File: src/rtl/prince_pkg.sv
// Shared PRINCE constants: default geometry, round-constant table and the k0' whitening-key derivation.
package prince_pkg;

    localparam int unsigned PRINCE_WIDTH  = 64;
    localparam int unsigned PRINCE_SHARES = 2;
    localparam int unsigned PRINCE_ROUNDS = 12;
    localparam int unsigned ROUND_W       = 4;
    // Widest state the k0' helper handles.
    localparam int unsigned KW_MAX        = 128;

    typedef logic [ROUND_W-1:0] round_t;

    // Position of the current beat within a block.
    typedef struct packed {
        logic first;
        logic last;
    } beat_pos_t;

    function automatic logic [63:0] prince_rc(input round_t idx);
        logic [63:0] rc;
        case (idx)
            4'd0:    rc = 64'h0000000000000000;
            4'd1:    rc = 64'h13198a2e03707344;
            4'd2:    rc = 64'ha4093822299f31d0;
            4'd3:    rc = 64'h082efa98ec4e6c89;
            4'd4:    rc = 64'h452821e638d01377;
            4'd5:    rc = 64'hbe5466cf34e90c6c;
            4'd6:    rc = 64'h7ef84f78fd955cb1;
            4'd7:    rc = 64'h85840851f1ac43aa;
            4'd8:    rc = 64'hc882d32f25323c54;
            4'd9:    rc = 64'h64a51195e0e3610d;
            4'd10:   rc = 64'hd3b5a399ca0c2399;
            4'd11:   rc = 64'hc0ac29b7c97c50dd;
            default: rc = 64'h0000000000000000;
        endcase
        return rc;
    endfunction

    // k0' = rotr1(k0) ^ (k0 >> (w-1)) over the low w bits; linear, so safe per share.
    function automatic logic [KW_MAX-1:0] k0_prime(input logic [KW_MAX-1:0] k,
                                                   input int unsigned       w);
        logic [KW_MAX-1:0] mask;
        logic [KW_MAX-1:0] km;
        logic [KW_MAX-1:0] rot;
        mask = (KW_MAX'(1) << w) - KW_MAX'(1);
        km   = k & mask;
        rot  = ((km >> 1) | (km << (w - 1))) & mask;
        return rot ^ (km >> (w - 1));
    endfunction

endpackage

File: src/rtl/prince_share_xor.sv
// Share-wise XOR of two masked vectors; each share only ever meets the same share index.
module prince_share_xor #(
    parameter int unsigned WIDTH  = 64,
    parameter int unsigned SHARES = 2
) (
    input  logic [WIDTH*SHARES-1:0] a_i,
    input  logic [WIDTH*SHARES-1:0] b_i,
    output logic [WIDTH*SHARES-1:0] y_c
);

    for (genvar j = 0; j < SHARES; j++) begin : g_share
        assign y_c[j*WIDTH +: WIDTH] = a_i[j*WIDTH +: WIDTH] ^ b_i[j*WIDTH +: WIDTH];
    end

endmodule

File: src/rtl/prince_keyadd_seq.sv
// Masked PRINCE key-addition sequencer: one key/round-constant addition per accepted beat, latency 1.
// Optional mask refresh of the key contribution is enabled with PRINCE_KEYADD_REFRESH_EN.
module prince_keyadd_seq
    import prince_pkg::*;
#(
    parameter int unsigned WIDTH  = PRINCE_WIDTH,
    parameter int unsigned SHARES = PRINCE_SHARES,
    parameter int unsigned ROUNDS = PRINCE_ROUNDS
) (
    input  logic                      clk,
    input  logic                      rst,
    input  logic                      clear,
    input  logic                      in_valid,
    output logic                      in_ready,
    input  logic [WIDTH*SHARES-1:0]   x,
    input  logic [WIDTH*SHARES-1:0]   k0,
    input  logic [WIDTH*SHARES-1:0]   k1,
`ifdef PRINCE_KEYADD_REFRESH_EN
    input  logic [WIDTH*(SHARES-1)-1:0] rnd,
`endif
    output logic                      out_valid,
    input  logic                      out_ready,
    output logic [WIDTH*SHARES-1:0]   z,
    output logic [ROUND_W-1:0]        round
);

    localparam int unsigned BUS_W = WIDTH * SHARES;

    logic             out_valid_q, out_valid_d;
    logic [BUS_W-1:0] z_q, z_d;
    round_t           round_q, round_d;

    logic             accept_c;
    beat_pos_t        pos;
    logic [BUS_W-1:0] k0_sel;
    logic [BUS_W-1:0] k0p_rc;
    logic [BUS_W-1:0] key_a;
    logic [BUS_W-1:0] key_b;
    logic [BUS_W-1:0] key_m;
    logic [BUS_W-1:0] z_new;

    assign in_ready = !out_valid_q || out_ready;
    assign accept_c = in_valid && in_ready;

    always_comb begin
        pos       = '0;
        pos.first = (round_q == '0);
        pos.last  = (round_q == round_t'(ROUNDS - 1));
    end

    // Select the whitening-key terms per share; the round constant only touches share 0.
    always_comb begin
        k0_sel = '0;
        k0p_rc = '0;
        for (int unsigned j = 0; j < SHARES; j++) begin
            if (pos.first) begin
                k0_sel[j*WIDTH +: WIDTH] = k0[j*WIDTH +: WIDTH];
            end
            if (pos.last) begin
                k0p_rc[j*WIDTH +: WIDTH] =
                    WIDTH'(k0_prime(KW_MAX'(k0[j*WIDTH +: WIDTH]), WIDTH));
            end
        end
        k0p_rc[WIDTH-1:0] = k0p_rc[WIDTH-1:0] ^ WIDTH'(prince_rc(round_q));
    end

    prince_share_xor #(.WIDTH(WIDTH), .SHARES(SHARES)) u_xor_k0 (
        .a_i (k1),
        .b_i (k0_sel),
        .y_c (key_a)
    );

    prince_share_xor #(.WIDTH(WIDTH), .SHARES(SHARES)) u_xor_k0p (
        .a_i (key_a),
        .b_i (k0p_rc),
        .y_c (key_b)
    );

`ifdef PRINCE_KEYADD_REFRESH_EN
    logic [BUS_W-1:0] rnd_mask;
    logic [WIDTH-1:0] rnd_acc;

    // Fresh masks on shares 0..S-2, their XOR on the last share: recombined key unchanged.
    always_comb begin
        rnd_mask = '0;
        rnd_acc  = '0;
        for (int unsigned j = 0; j < SHARES - 1; j++) begin
            rnd_mask[j*WIDTH +: WIDTH] = rnd[j*WIDTH +: WIDTH];
            rnd_acc                    = rnd_acc ^ rnd[j*WIDTH +: WIDTH];
        end
        rnd_mask[(SHARES-1)*WIDTH +: WIDTH] = rnd_acc;
    end

    prince_share_xor #(.WIDTH(WIDTH), .SHARES(SHARES)) u_xor_rnd (
        .a_i (key_b),
        .b_i (rnd_mask),
        .y_c (key_m)
    );
`else
    assign key_m = key_b;
`endif

    prince_share_xor #(.WIDTH(WIDTH), .SHARES(SHARES)) u_xor_x (
        .a_i (x),
        .b_i (key_m),
        .y_c (z_new)
    );

    // Handshake and round sequencing; clear overrides the counter but not the accepted beat.
    always_comb begin
        out_valid_d = out_valid_q;
        z_d         = z_q;
        round_d     = round_q;
        if (accept_c) begin
            out_valid_d = 1'b1;
            z_d         = z_new;
            round_d     = pos.last ? '0 : round_q + round_t'(1);
        end else if (out_ready) begin
            out_valid_d = 1'b0;
        end
        if (clear) begin
            round_d = '0;
        end
    end

    always_ff @(posedge clk or posedge rst) begin
        if (rst) begin
            out_valid_q <= 1'b0;
            z_q         <= '0;
            round_q     <= '0;
        end else begin
            out_valid_q <= out_valid_d;
            z_q         <= z_d;
            round_q     <= round_d;
        end
    end

    assign out_valid = out_valid_q;
    assign z         = z_q;
    assign round     = round_q;

endmodule

File: config.mk
export PLATFORM = sky130hd
export DESIGN_NAME = prince_keyadd_seq
export DESIGN_NICKNAME = d
export VERILOG_FILES = /design/src/rtl/prince_pkg.sv /design/src/rtl/prince_share_xor.sv /design/src/rtl/prince_keyadd_seq.sv
export SDC_FILE = /design/constraint.sdc
export NUM_CORES = 1
export LEC_CHECK = 0
export CORE_AREA = 3 3 203 205
export CTS_BUF_LIST = sky130_fd_sc_hd__clkbuf_4 sky130_fd_sc_hd__clkbuf_8
export DETAILED_ROUTE_END_ITERATION = 10
export DIE_AREA = 0 0 206 208
export DONT_BUFFER_PORTS = 1
export PLACE_DENSITY = 0.54
export SYNTH_ARGS = -nofsm -noshare
export SYNTH_HDL_FRONTEND = slang
export SYNTH_HIERARCHICAL = 1
export SYNTH_SLANG_ARGS = --single-unit
File: constraint.sdc
create_clock -name clk -period 6.35 [get_ports clk]
set_input_delay 1.27 -clock clk [delete_from_list [all_inputs] [get_ports clk]]
set_output_delay 1.27 -clock clk [all_outputs]
set_load 0.02 [all_outputs]
==> results.md <==
- Hold Buf Count CTS: 0
- Sw frac: 0.414
- Unique cell type count in the Yosys netlist: 48
- Slew @ Worst Pin: 0.961 ns
- Root Buffer Master: clkbuf_8
- Setup TNS Final: 0 ns
- Required @ worst endpoint: 6.79 ns
- Die width: 206 um
- Clock Power Share: 0.269
- Reg2Reg Depth: 11
- Initial antenna violation count: 2
- Register area share after synthesis: 0.294
- Final Setup Violations: 0
- CP Launch Point: round[0]
- Detailed Place HPWL: 34000 um
- Top cell type's share of synthesized area: 0.308
- Most used cell, CP: xor2_1
- Initial DRC count: 577
- Post-CTS Setup Bufs: 0
- Delay of the slowest critical-path stage: 0.73 ns
- Synthesized Nets: 1819
- Vias per Instance: 4.62
- Residual DRC: 0
- Cell Pwr Density: 251 nW/um2
- CP max-delay cell: nor3b_4
- Site Rows: 73
- Final Slew Violations: 0
- GRT Util Overall: 0.195
- Worst r2r src: round[0]
- LEAKAGE: 6.08 nW
- CTS Buf Count: 17
- Die Y: 208 um
- Most common cell in the netlist: nand2_1
- Post_cts resized: 0
- Tmin final: 3.57 ns
- Top cell type by total area after synthesis: xor2_1
- Clk sinks: 133
- Syn Inst Count: 1415
- Synthesis-to-layout area growth: 7.22%
- Arrival @ worst endpoint: 4.02 ns
- Fmax: 280 MHz
- Synthesized flop and latch total: 133
- Number of flops mapped to enable cells by yosys: 0
- Sequential share of power: 0.475
- IR Drop Worst-Case VDD: 0.116 mV
- Vias in the first global route: 8841
- Boundary Pins: 523
- Post-synthesis average cell area: 7.99 um2
- Crit Path Class: flip-flop to flip-flop
- Area contributors post-synth: xor2_1 31%, dfrtp_1 29%, nand2_1 15%
- GR Overflow Total: 0
- Initial Utilization: 0.285
- Synth Warn #: 6
- Worst skew pair latency: 0.50 ns
- Synth async-reset ratio: 1.00
- Final wirelength: 43100 um
- CTS max path bufs: 2
- Ratio of cells with drive above 1 in the final layout: 0.0432
- Hold crit path type: flip-flop to flip-flop
- Worst-path clk slew: 0.09 ns
- Critical Path, Cell by Cell: buf_4 > inv_2 > ha_1 > nor3b_4 > buf_4 > and2_1 > xor2_1 > xor2_1 > xor2_1 > nand2_1 > nand2_1
- Pint: 1.79 mW
- Antenna viol nets, final: 0
- Primary FF master, synth: dfrtp_1
- Relative slew slack: 0.359
- CP Max Fanout: 51
- Synth Cell Area: 11300 um2
- Sw Pwr: 1.26 mW
- Number of H-tree levels: 4
- Vias: 8837
- TritonCTS clock tree: built
- CP Depth: 11
- Hold Crit Start: z[100]
- Pwr Total: 3.05 mW
- Clock skew: 0.0153 ns
- Cell family with most CP delay: simple AND/OR/NAND/NOR gates
- Crit end category: flip-flop
- Core area: 39600 um2
- Drt pass-1 iters: 5
- Critical Path Start Type: flip-flop
- Die area: 42800 um2
- Hold path depth: 2
- Pin count of the biggest net entering global routing: 79
- GP Congestion: 0.842
- Diode count: 0
- Outcome: finished clean
- Nets@finish: 1780
- Top post-synthesis cells by count: 462 x nand2_1, 398 x xor2_1, 194 x and2_1
- RSZ-0062 raised after global routing: no
- Routed len/inst: 22.5 um
- First-pass GRT wire length: 61000 um
- Max Cap Viol: 0
- IO Port Bufs: 0
- Fillers: 4282
- Comb power frac: 0.256
- Hold Fails Final Rpt: 0
- Worst Path Buf+Inv: 3
- Period utilisation layout: 0.563
==> registers in the layout (all words and copies together) (netlist names) <==
register,cells
z,128
round,4
out_valid,1
==> power by group through the flow <==
stage	clock (mW)	sequential, mW	combinational [mW]
6_report	0.818	1.45	0.781
5_1_grt	0.885	1.47	0.881
4_1_cts	0.851	1.45	0.793
3_5_place_dp	0	1.47	0.791
3_3_place_gp	0	1.47	0.776
2_1_floorplan	0	1.39	0.647
==> kinds of logic (layout without fill, tap and decap cells) <==
| logic type | Yosys count | in the layout | synth area share |
|---|---|---|---|
| simple gates | 693 | 693 | 0.282 |
| xor+xnor | 431 | 431 | 0.334 |
| flops | 133 | 133 | 0.294 |
| buf+inv | 75 | 49 | 0.0353 |
| compound gates | 63 | 63 | 0.0338 |
| fa+ha+maj | 15 | 15 | 0.0166 |
| mux | 5 | 5 | 0.00454 |
==> tightest hold or removal path, stage by stage, from the launching register on <==
cell and delay (ns):
dfrtp_1 0.46, nand2_1 0.07, nand2_1 0.07
==> final timing paths <==
check	slack (ns)	endpoint
worst max-delay path	2.78	z[114]
worst min-delay path	0.63	z[100]
worst max register to register	2.78	z[114]
worst min register to register	0.63	z[100]
max in group asynchronous	4.19	z[44]
min in group asynchronous	0.74	z[116]
==> stage by stage <==
stage,std cells,util,hold slack (ns),area (um2),setup WS [ns]
after global placement,1882,0.295,0.607,11700,2.82
final,1914,0.306,0.626,12100,2.78
after CTS,1914,0.306,0.631,12100,2.71
after floorplan,1415,-,0.581,11300,1.53
after global routing,1914,0.306,0.642,12100,2.50
after detailed placement,1882,0.295,0.611,11700,2.73
==> layout make-up <==
class	count	area [um2]	area share
Sequential cell	133	3330	0.275
Clock buffer	21	283	0.0233
Inverter	7	31.3	0.00258
Multi-Input combinational cell	1207	7600	0.627
Tap cell	525	657	0.0542
Timing Repair Buffer	10	75.1	0.00619
Clock inverter	11	146	0.0121
==> layer usage <==
layer | track usage | up-vias | part of all wire
li1 | - | 4219 | -
met1 | 0.217 | 4158 | 0.37
met2 | 0.344 | 411 | 0.51
met3 | 0.0770 | 45 | 0.10
met4 | 0.0513 | 4 | 0.020
met5 | 0 | - | 0.00039
==> layout by cell type, fill, tap and decap left out, types with 2 or more instances in the layout <==
master	synthesis	layout
a21o_1	3	3
a21oi_1	25	25
a22oi_1	2	2
and2_1	194	193
buf_4	3	10
bufinv_16	0	3
clkbuf_8	0	20
clkinv_2	0	3
clkinvlp_4	0	2
dfrtp_1	133	131
dfrtp_2	0	2
ha_1	15	15
inv_1	6	5
inv_6	0	4
mux2i_1	4	4
nand2_1	462	461
nand2_2	2	2
nand2b_1	6	6
nand3_1	5	5
nor2_1	11	11
o21ai_0	13	13
o21ai_1	3	3
o21ai_2	2	2
o21bai_1	3	3
o22ai_1	5	5
xnor2_1	33	33
xor2_1	398	398
(Power assumes the default switching activity.)
